$ cat src/rtl/fetch_stage.sv
// fetch_stage: MIPS instruction fetch with PC, IF/ID register, redirects, hazards and sticky fetch fault.
module fetch_stage #(
    parameter logic [31:0] RESET_PC   = 32'h0000_0000,
    parameter int          IMEM_WORDS = 256
) (
    input  logic        clk,
    input  logic        rst,
    input  logic        stall,
    input  logic        flush,
    input  logic        branch_taken,
    input  logic [31:0] branch_target,
    input  logic        jump,
    input  logic [25:0] jump_index,
    output logic [31:0] imem_addr,
    input  logic [31:0] imem_instr,
    output logic [31:0] pc,
    output logic [31:0] if_id_instr,
    output logic [31:0] if_id_pc4,
    output logic        if_id_valid,
    output logic        fault,
    output logic [31:0] fault_pc,
    output logic [31:0] fetch_count
);
    typedef enum logic {RUN, FAULTED} state_t;
    state_t      state, state_next;
    logic [31:0] pc_next, instr_next, pc4_next, fault_pc_next, count_next;
    logic        valid_next, bad;
    logic [31:0] pc4;
    assign pc4       = pc + 32'd4;
    assign imem_addr = pc;
    assign fault     = state == FAULTED;
    assign bad       = (pc[1:0] != 2'b00) || ({2'b00, pc[31:2]} >= 32'(IMEM_WORDS));
    always_comb begin
        state_next    = state;
        pc_next       = pc;
        instr_next    = if_id_instr;
        pc4_next      = if_id_pc4;
        valid_next    = if_id_valid;
        fault_pc_next = fault_pc;
        count_next    = fetch_count;
        if (state == FAULTED || bad || (stall && flush) || (!stall && (jump || branch_taken || flush))) begin
            instr_next = 32'h0;
            pc4_next   = 32'h0;
            valid_next = 1'b0;
        end
        if (state == RUN && bad) begin
            state_next    = FAULTED;
            fault_pc_next = pc;
        end else if (state == RUN && !stall) begin
            // jump target takes its region bits from the instruction in decode
            pc_next = jump ? {if_id_pc4[31:28], jump_index, 2'b00} : branch_taken ? branch_target : pc4;
            if (!jump && !branch_taken && !flush) begin
                instr_next = imem_instr;
                pc4_next   = pc4;
                valid_next = 1'b1;
                count_next = fetch_count + 32'd1;
            end
        end
    end
    always_ff @(posedge clk) begin
        if (rst) begin
            state       <= RUN;
            pc          <= RESET_PC;
            if_id_instr <= 32'h0;
            if_id_pc4   <= 32'h0;
            if_id_valid <= 1'b0;
            fault_pc    <= 32'h0;
            fetch_count <= 32'h0;
        end else begin
            state       <= state_next;
            pc          <= pc_next;
            if_id_instr <= instr_next;
            if_id_pc4   <= pc4_next;
            if_id_valid <= valid_next;
            fault_pc    <= fault_pc_next;
            fetch_count <= count_next;
        end
    end
endmodule

$ cat config.mk
export PLATFORM = sky130hd
export DESIGN_NAME = fetch_stage
export DESIGN_NICKNAME = d
export VERILOG_FILES = /design/src/rtl/fetch_stage.sv
export SDC_FILE = /design/constraint.sdc
export NUM_CORES = 1
export LEC_CHECK = 0
export ABC_AREA = 1
export CORE_AREA = 2 2 139 141
export CTS_CLUSTER_DIAMETER = 30
export DETAILED_ROUTE_END_ITERATION = 8
export DIE_AREA = 0 0 141 143
export PLACE_DENSITY = 0.84
export SKIP_CTS_REPAIR_TIMING = 1
export SLEW_MARGIN = 40
export SYNTH_ARGS = -nofsm -noshare
export SYNTH_HDL_FRONTEND = slang
export SYNTH_SLANG_ARGS = --single-unit
$ cat constraint.sdc
create_clock -name clk -period 3.65 [get_ports clk]
set_clock_uncertainty 0.2 [all_clocks]
set_input_delay 0.73 -clock clk [delete_from_list [all_inputs] [get_ports clk]]
set_output_delay 0.73 -clock clk [all_outputs]
set_load 0.01 [all_outputs]
==> results of run 1 <==
critical path: stages:
cell             delay [ps]
clkdlybuf4s50_1         550
inv_1                    60
nand2_1                  60
clkinv_1                600
buf_4                   420
a22o_1                  200
nor2_1                  100
nor2_1                   50
registers in the layout, indices dropped and copies added (netlist names):
signal,flops
fault,1
if_id_instr,32
fault_pc,32
fetch_count,32
if_id_pc4,32
imem_addr,32
if_id_valid,1
metal layers:
metal  GRT usage [%]  vias up
met5               0        -
met1            33.7     4231
met2            49.3      382
met3            5.23       68
met4            11.9        0
li1                -     4437
cell families (layout without fill, tap and decap cells):
| kind of cell | after synthesis | count (layout) |
|---|---|---|
| adder cells (fa/ha/maj) | 3 | 3 |
| flip-flops | 162 | 162 |
| AO/OA/AOI/OAI | 215 | 215 |
| AND/OR/NAND/NOR | 661 | 661 |
| XOR/XNOR | 19 | 19 |
| buffers and inverters | 155 | 397 |
how the worst max path moves through the flow:
stage | slack (ps) | end | depth (start not counted) | start
4_1_cts | 1000 | fetch_count[6]$_SDFFE_PP0P_ | 9 | branch_taken
3_3_place_gp | 600 | fetch_count[2]$_SDFFE_PP0P_ | 9 | branch_taken
5_1_grt | 820 | fetch_count[3]$_SDFFE_PP0P_ | 9 | branch_taken
3_5_place_dp | 560 | fetch_count[2]$_SDFFE_PP0P_ | 9 | branch_taken
2_1_floorplan | 1490 | if_id_pc4[10]$_SDFF_PP0_ | 9 | jump
6_report | 1000 | imem_addr[13]$_SDFFE_PP0N_ | 8 | jump
final cells by class:
| class | count | area share, % |
|---|---|---|
| clock buffer | 20 | 3.91 |
| clock inverter | 12 | 1.24 |
| inverter | 56 | 1.82 |
| multi-input combinational | 898 | 36.5 |
| sequential | 162 | 27.8 |
| tap | 234 | 2.51 |
| timing repair buffer | 309 | 26.2 |
cell usage in the layout (no fill, tap or decap), types with 2 or more instances in the layout:
| cell type | count |
|---|---|
| nand2_1 | 328 |
| inv_6 | 5 |
| nor2_4 | 5 |
| xor2_1 | 16 |
| nor2_1 | 195 |
| a21oi_1 | 105 |
| inv_2 | 5 |
| clkinvlp_4 | 2 |
| o21ai_0 | 68 |
| nor3_1 | 10 |
| ha_1 | 3 |
| nor2_2 | 5 |
| o211ai_1 | 3 |
| nand4_1 | 63 |
| clkbuf_8 | 2 |
| clkdlybuf4s50_1 | 289 |
| bufinv_16 | 2 |
| clkbuf_16 | 17 |
| dfxtp_1 | 162 |
| nand3_1 | 38 |
| clkinv_4 | 3 |
| a22o_1 | 24 |
| inv_1 | 49 |
| buf_4 | 19 |
| xnor2_1 | 3 |
| a21oi_2 | 13 |
| nand3b_1 | 14 |
stage by stage:
step                      utilization [%]  hold WS [ps]  setup slack, ps
after floorplan                         -           300             1490
after global placement               59.6           262              599
after detailed placement             59.6           272              561
after CTS                            62.8           285             1000
after global routing                 62.8           302              815
final                                62.8           285             1000
power breakdown:
| group | internal (mW) | switching [mW] | total (mW) |
|---|---|---|---|
| Sequential | 2.06 | 0.366 | 2.43 |
| Combinational | 1.38 | 2.52 | 3.90 |
| Clock | 1.06 | 0.771 | 1.83 |
==> metrics.csv, run 1 <==
stage,metric,value,unit
run_status,status,completed,
routing,initial DRC count,604,
synth,leading area contributor after synthesis,dfxtp_1,
routing,DR top layer,met4,
synth,Post-synth EDFFs,0,
clocking,CTS root buffer,clkbuf_16,
die,io pins,290,
cells_and_area,area occupied by multi-input gates,4260,um2
worst_setup_path,Worst R2R Path Depth,8,
worst_setup_path,Worst EP arrival,2770,ps
sta,FMAX,377,MHz
synth,Synth top cells by count,"nand2_1, nor2_1, dfxtp_1, a21oi_1, o21ai_0",
cells_and_area,share of layout cells above drive strength 1,5.70,%
routing,drt first pass iters,5,
routing,DRC viols,0,
placed_design,GP Congestion,0.978,
die,Die ar.,20200,um2
cells_and_area,nets,1543,
synth,"FF+latch count, synth",162,
worst_setup_path,Critical R2R Capture,if_id_instr[2]$_SDFF_PP0_,
worst_setup_path,worst-path maximum fanout,25,
synth,Post-Synth XOR/XNOR Area,2.01,%
routing,wl on met1,11.9,mm
synth,post-synthesis mux area share,0,%
sta,period utilization,72.6,%
sta,Final Hold Viols,0,
worst_setup_path,CP Class,input pin to flop,
synth,adder-cell area share of the yosys netlist,0.454,%
worst_hold_path,Hold Crit Endpoint,if_id_pc4[6]$_SDFF_PP0_,
pwr,worst vdd ir,0.505,mV
worst_hold_path,worst hold start,if_id_pc4[6]$_SDFF_PP0_,
clocking,Clock transition at path regs,60,ps
synth,unique cell type count in the Yosys netlist,29,
clocking,H-tree levels,4,
synth,Synth top area share,39.2,%
die,Initial Utilization,44.5,%
routing,vias,9118,
synth,register area share after synthesis,39.2,%
synth,"top cells by area, synth","dfxtp_1, nand2_1, nor2_1, a21oi_1, nand4_1",
clocking,CTS tree,built,
clocking,worst-case clock buffer depth,2,
synth,mapped cell area,8270,um2
worst_setup_path,Worst EP required,3770,ps
die,row count,50,
synth,Post-synth ARST share,0,%
synth,Most used DFF post-synth,dfxtp_1,
routing,met2 wire len,14.2,mm
grt,vias in the first global route,8345,
cells_and_area,Area Growth Syn to Fin,41.0,%
sta,Period minus WS final,2650,ps
pwr,Static Leak,4.26,nW
routing,wire per inst,17.1,um
grt,Tot GR Track Use,28.0,%
cells_and_area,Antenna diodes,0,
sta,final-report setup violation count,0,
die,overall die height,143,um
clocking,cts bufs inserted,17,
clocking,"Clk Latency, worst-skew pair",430,ps
routing,Routed WL,28.9,mm
synth,simple-gate share of the synthesized area,34.0,%
routing,Vias per Instance,5.39,
sta,Final TNS setup,0,ps
sta,Rel. slew slack,48.8,%
die,die width,141,um
sta,RSZ-0062 raised after global routing,false,
grt,total grt overflow,0,
die,core area,18600,um2
worst_setup_path,reg-to-reg startpoint,imem_addr[22]$_SDFFE_PP0N_,
synth,most numerous cell in the Yosys netlist,nand2_1,
cells_and_area,flip-flop and latch area,3240,um2
synth,Syn Area/Cell,6.81,um2
placed_design,"Cell Area, Placed",11100,um2
grt,largest net degree at the start of global routing,71,
synth,complex-gate fraction of the synthesized area,14.8,%
placed_design,placed insts,1659,
synth,instance count of the mapped netlist,1215,
placed_design,DP Wirelength,20.8,mm
worst_setup_path,CP Capture Type,flop,
clocking,clk sinks,162,
grt,global-route wire length before repair,44.5,mm
worst_setup_path,r2r setup slk,1080,ps
pwr,PD cells,700,nW/um2
routing,met3 routed WL,1.85,mm
synth,Synth Net Count,1314,
worst_hold_path,Worst Hold Path Cells,2,
sta,Slew @ Worst Pin,763,ps
placed_design,IO Port Bufs,289,
worst_setup_path,crit start category,input pin,
cells_and_area,Filler cells,1685,
pwr,total power,8.16,mW
sta,pins over their slew limit,0,
synth,synth warn,0,
routing,Antenna Nets Post-Route,0,
cells_and_area,finished layout cell area,11700,um2
worst_hold_path,Hold WC Path Type,flop to flop,
synth,main combinational cell family by area after synthesis,simple AND/OR/NAND/NOR gates,
grt,initial antenna violation count,0,
job,MaxCap Viol Count,0,
cells_and_area,Final Non-Filler Cells,1691,
(Power assumes the default switching activity.)
==> run 2: changes to the inputs <==
==> constraint.sdc (replaced) <==
create_clock -name clk -period 2.7 [get_ports clk]
set_clock_uncertainty 0.2 [all_clocks]
set_input_delay 0.54 -clock clk [delete_from_list [all_inputs] [get_ports clk]]
set_output_delay 0.54 -clock clk [all_outputs]
set_load 0.01 [all_outputs]
==> run 2 against run 1 <==
Against the previous run:
- non-clock buffer count is 17 higher
- clock power grew 32%
- core utilization is 1.0 points higher
- final cell count grew 1.0%
- via count rose by 0.90%
- global-route usage increased by 0.26 points
- routed wire length rose by 1.3%
- critical endpoint is now if_id_instr[29]$_SDFF_PP0_
==> metrics.csv, run 2 (same netlist as run 1, synthesis figures left out) <==
stage,metric,value,unit,change
sta,Period minus WS final,2400,ps,
clocking,clk sinks,162,,unchanged
cells_and_area,nets,1560,,+1.1%
die,Initial Utilization,44.5,%,unchanged
grt,initial antenna violation count,0,,unchanged
die,io pins,290,,unchanged
sta,FMAX,417,MHz,
grt,largest net degree at the start of global routing,66,,-7.0%
placed_design,DP Wirelength,21.3,mm,+2.5%
run_status,status,completed,,
worst_setup_path,CP Capture Type,flop,,
worst_setup_path,Worst EP arrival,2550,ps,-220 ps
routing,wire per inst,17.2,um,+0.34%
job,MaxCap Viol Count,0,,unchanged
routing,drt first pass iters,6,,+1
pwr,PD cells,950,nW/um2,+36%
grt,global-route wire length before repair,44.8,mm,+0.73%
pwr,worst vdd ir,0.907,mV,+79%
worst_hold_path,Hold WC Path Type,flop to flop,,
sta,RSZ-0062 raised after global routing,false,,
cells_and_area,Antenna diodes,0,,unchanged
worst_setup_path,CP Class,flop to flop,,
sta,pins over their slew limit,0,,unchanged
sta,period utilization,88.8,%,
die,die width,141,um,unchanged
clocking,Clock transition at path regs,60,ps,about the same
clocking,CTS tree,built,,
sta,Slew @ Worst Pin,647,ps,-117 ps
routing,Routed WL,29.3,mm,+1.3%
cells_and_area,Area Growth Syn to Fin,43.3,%,
placed_design,GP Congestion,0.957,,-2.1%
die,Die ar.,20200,um2,unchanged
clocking,"Clk Latency, worst-skew pair",430,ps,about the same
cells_and_area,most frequent cells in the layout,"nand2_1, clkdlybuf4s50_1, nor2_1, dfxtp_1, a21oi_1",,
worst_setup_path,crit start category,flop,,
worst_setup_path,r2r setup slk,300,ps,-780 ps
placed_design,IO Port Bufs,289,,unchanged
pwr,Static Leak,4.37,nW,+2.7%
worst_setup_path,Worst EP required,2850,ps,-920 ps
sta,final-report setup violation count,0,,unchanged
routing,initial DRC count,638,,+5.6%
clocking,H-tree levels,4,,unchanged
sta,Final TNS setup,0,ps,unchanged
die,core area,18600,um2,unchanged
clocking,cts bufs inserted,17,,unchanged
sta,Final Hold Viols,0,,unchanged
cells_and_area,post-layout util,63.8,%,+1.0 points
grt,total grt overflow,0,,unchanged
routing,vias,9200,,+0.90%
routing,Vias per Instance,5.39,,-0.10%
die,row count,50,,unchanged
die,overall die height,143,um,unchanged
sta,Rel. slew slack,56.8,%,+8.0 points
cells_and_area,"most common cell after layout, fill and taps aside",nand2_1,,
routing,DRC viols,0,,unchanged
clocking,CTS root buffer,clkbuf_16,,
worst_setup_path,worst-path maximum fanout,42,,+68%
grt,Tot GR Track Use,28.3,%,+0.26 points
cells_and_area,share of layout cells above drive strength 1,6.85,%,+1.2 points
clocking,worst-case clock buffer depth,2,,unchanged
routing,Antenna Nets Post-Route,0,,unchanged
grt,vias in the first global route,8398,,+0.64%
==> run 2: changes by cell type in the layout (fill, tap and decap cells not counted), sizes merged <==
cell / delta
buf: +17
inv: +3
clkbuf: -2
bufinv: -1
==> run 2: per-stage QoR <==
step	power (mW)	std cells	area, um2	setup WS, ps	hold WS (ps)
after CTS	11.3	1708	11900	349	284
after detailed placement	8.84	1676	11300	170	274
after floorplan	6.62	1215	8270	731	300
after global placement	8.74	1676	11300	202	266
final	11.3	1708	11900	304	286
after global routing	11.9	1708	11900	215	299
==> run 2: final timing paths <==
| check | startpoint | end | cells past startpoint |
|---|---|---|---|
| worst max-delay path | imem_addr[0]$_SDFFE_PP0P_ | if_id_instr[29]$_SDFF_PP0_ | 10 |
| worst min-delay path | if_id_pc4[4]$_SDFF_PP0_ | if_id_pc4[4]$_SDFF_PP0_ | 2 |
| worst max register to register | imem_addr[0]$_SDFFE_PP0P_ | if_id_instr[29]$_SDFF_PP0_ | 10 |
| worst min register to register | if_id_pc4[4]$_SDFF_PP0_ | if_id_pc4[4]$_SDFF_PP0_ | 2 |
==> run 2: final cells by class <==
| cell class | count | area (um2) |
|---|---|---|
| Clock buffer | 18 | 439 |
| Timing Repair Buffer | 326 | 3260 |
| Inverter | 56 | 213 |
| Multi-Input combinational cell | 898 | 4260 |
| Sequential cell | 162 | 3240 |
| Fill cell | 1691 | 6730 |
| Tap cell | 234 | 293 |
| Clock inverter | 14 | 145 |
==> run 2: routing by layer <==
layer  wire length [um]  track usage [%]  up-vias
met2              14400             50.2      433
met5                  0                0        -
met4                955             10.5        0
li1                   -                -     4475
met3               2200             5.87       68
met1              11800             33.8     4224
==> run 2: critical path: stages, from the launching register on <==
cell and delay (ps):
dfxtp_1 360, nor2_1 230, nand2_1 110, nor2_2 150, nand3_2 200, nand2_4 190
inv_4 140, nor2_8 260, inv_2 110, buf_12 190, a21oi_1 150
==> run 2: report_power, final <==
| group | switching [mW] | internal, mW |
|---|---|---|
| clock network | 1.08 | 1.33 |
| registers | 0.354 | 2.79 |
| logic | 3.60 | 2.11 |
| total | 5.04 | 6.22 |
==> run 3: changes to the inputs <==
--- a/config.mk
+++ b/config.mk
@@ -6,10 +6,11 @@
 export NUM_CORES = 1
 export LEC_CHECK = 0
 export ABC_AREA = 1
-export CORE_AREA = 2 2 139 141
+export CAP_MARGIN = 20
+export CORE_AREA = 5 5 102 200
 export CTS_CLUSTER_DIAMETER = 30
 export DETAILED_ROUTE_END_ITERATION = 8
-export DIE_AREA = 0 0 141 143
+export DIE_AREA = 0 0 107 205
 export PLACE_DENSITY = 0.84
 export SKIP_CTS_REPAIR_TIMING = 1
 export SLEW_MARGIN = 40
==> run 3 against run 2 <==
Against the previous run:
- die area is 8.8% higher
- sequential share of layout area shrank 0.27 points
- worst hold slack worse by 5.8 ps
- core utilization up 0.38 points
- cell area is 1.0% higher
- fmax is 3.1% higher
- total power up 2.3%
- final cell count fell by 0.12%
- global-route usage rose by 1.1 points
- critical path depth decreased by 9
- critical endpoint is now pc[4]
==> metrics.csv, run 3 (same netlist as run 1, synthesis figures left out) <==
stage,metric,value,unit,change
run_status,status,completed,,
cells_and_area,"most common cell after layout, fill and taps aside",nand2_1,,
routing,Vias per Instance,5.46,,+1.3%
worst_setup_path,Worst EP arrival,1590,ps,-960 ps
routing,wire per inst,19.2,um,+12%
placed_design,IO Port Bufs,289,,unchanged
grt,global-route wire length before repair,49.8,mm,+11%
routing,DR top layer,met5,,
worst_setup_path,Worst R2R Path Depth,10,,unchanged
sta,hold slack,280,ps,-5.77 ps
routing,drt first pass iters,5,,-1
worst_setup_path,"slowest stage delay, CP",650,ps,+290 ps
die,row count,71,,+42%
clocking,cts bufs inserted,17,,unchanged
worst_setup_path,Crit-path slowest cell,clkdlybuf4s50_1,,
cells_and_area,Area Growth Syn to Fin,44.7,%,
worst_hold_path,Worst Hold Path Cells,2,,unchanged
die,core area,18700,um2,+0.40%
sta,Period minus WS final,2330,ps,-71.1 ps
sta,period utilization,86.1,%,-2.6 points
clocking,CTS root buffer,clkbuf_16,,
sta,Final TNS setup,0,ps,unchanged
die,overall die height,205,um,+43%
routing,met3 routed WL,1.73,mm,-21%
routing,met2 wire len,17.7,mm,+22%
cells_and_area,nets,1573,,+0.83%
pwr,Static Leak,4.44,nW,+1.6%
clocking,Clock transition at path regs,70,ps,about the same
grt,vias in the first global route,9239,,+10%
clocking,H-tree levels,4,,unchanged
worst_hold_path,Hold WC Path Type,flop to flop,,
job,MaxCap Viol Count,0,,unchanged
routing,Routed WL,32.8,mm,+12%
clocking,CTS tree,built,,
grt,largest net degree at the start of global routing,57,,-14%
die,io pins,290,,unchanged
worst_setup_path,Worst EP required,1960,ps,-890 ps
routing,vias,9312,,+1.2%
cells_and_area,Antenna diodes,0,,unchanged
die,Die ar.,21900,um2,+8.8%
grt,total grt overflow,0,,unchanged
clocking,worst-case clock buffer depth,2,,unchanged
cells_and_area,share of layout cells above drive strength 1,7.60,%,+0.75 points
sta,Rel. slew slack,58.7,%,+1.9 points
worst_setup_path,worst-path maximum fanout,8,,-81%
clocking,"Clk Latency, worst-skew pair",430,ps,about the same
pwr,worst vdd ir,0.644,mV,-29%
sta,RSZ-0062 raised after global routing,false,,
pwr,PD cells,962,nW/um2,+1.3%
die,die width,107,um,-24%
grt,initial antenna violation count,1,,+1
sta,final-report setup violation count,0,,unchanged
worst_setup_path,CP Capture Type,output port,,
cells_and_area,most frequent cells in the layout,"nand2_1, clkdlybuf4s50_1, nor2_1, dfxtp_1, a21oi_1",,
routing,Antenna Nets Post-Route,0,,unchanged
clocking,clk sinks,162,,unchanged
worst_setup_path,critical path buffer and inverter count,1,,-2
pwr,total power,11.5,mW,+2.3%
sta,FMAX,430,MHz,+3.1%
placed_design,DP Wirelength,25.3,mm,+19%
sta,pins over their slew limit,0,,unchanged
worst_setup_path,crit start category,flop,,
routing,initial DRC count,435,,-32%
worst_setup_path,Crit path max-delay family,buffers and inverters,,
sta,Final Hold Viols,0,,unchanged
die,Initial Utilization,44.4,%,-0.18 points
routing,wl on met1,11.0,mm,-6.5%
worst_setup_path,CP Class,flop to output port,,
worst_setup_path,CP Cell Sequence,clkdlybuf4s50_1,,
sta,Slew @ Worst Pin,613,ps,-33.6 ps
worst_setup_path,Crit. path cell count,1,,-9
grt,Tot GR Track Use,29.4,%,+1.1 points
routing,DRC viols,0,,unchanged
placed_design,GP Congestion,1.02,,+6.8%
run 3: changes by cell type in the layout (fill, tap and decap cells not counted):
cell / before / now
clkbuf_1: 0 / 1
inv_6: 4 / 2
inv_4: 1 / 2
clkbuf_8: 1 / 3
bufinv_16: 1 / 3
inv_8: 3 / 0
clkinv_4: 3 / 1
inv_2: 5 / 4
buf_4: 30 / 43
clkinvlp_4: 2 / 4
run 3: layout make-up:
cell class              count  area (um2)
fillers                  1672        6680
clock buffers              21         470
well taps                 219         274
flip-flops and latches    162        3240
inverters                  56         215
repair buffers            339        3360
multi-input cells         898        4260
clock inverters            11         151
run 3: worst register-to-register path: stages (launching register included):
cell and delay [ps]:
dfxtp_1 370, nor2_1 120, nand2_1 70, nor2_2 250, nand3_2 210, nand2_4 210
inv_4 150, nor2_8 130, buf_4 230, nand2_1 140, a21oi_1 140
run 3: worst paths after layout:
kind | from | end | slack [ps]
worst max register to register | imem_addr[19]$_SDFFE_PP0N_ | if_id_pc4[12]$_SDFF_PP0_ | 400
worst min-delay path | if_id_valid$_SDFF_PP0_ | if_id_valid$_SDFF_PP0_ | 280
worst min register to register | if_id_valid$_SDFF_PP0_ | if_id_valid$_SDFF_PP0_ | 280
worst max-delay path | imem_addr[4]$_SDFFE_PP0N_ | pc[4] | 370
run 3: power by group:
part | switching [mW] | internal, mW
clock network | 1.01 | 1.54
registers | 0.306 | 2.79
logic | 3.72 | 2.16
run 3: stage by stage:
stage	util, %	worst slack (ps)	instances	area (um2)
6_report	64.2	375	1706	12000
5_1_grt	64.2	220	1706	12000
4_1_cts	64.2	343	1706	12000
3_5_place_dp	60.8	128	1674	11400
3_3_place_gp	60.8	185	1674	11300
2_1_floorplan	-	731	1215	8270
run 3: layer usage:
metal / GRT usage [%] / vias to the layer above
met5: 0 / -
li1: - / 4483
met1: 28.7 / 4291
met2: 55.1 / 414
met3: 5.01 / 122
met4: 20.3 / 2
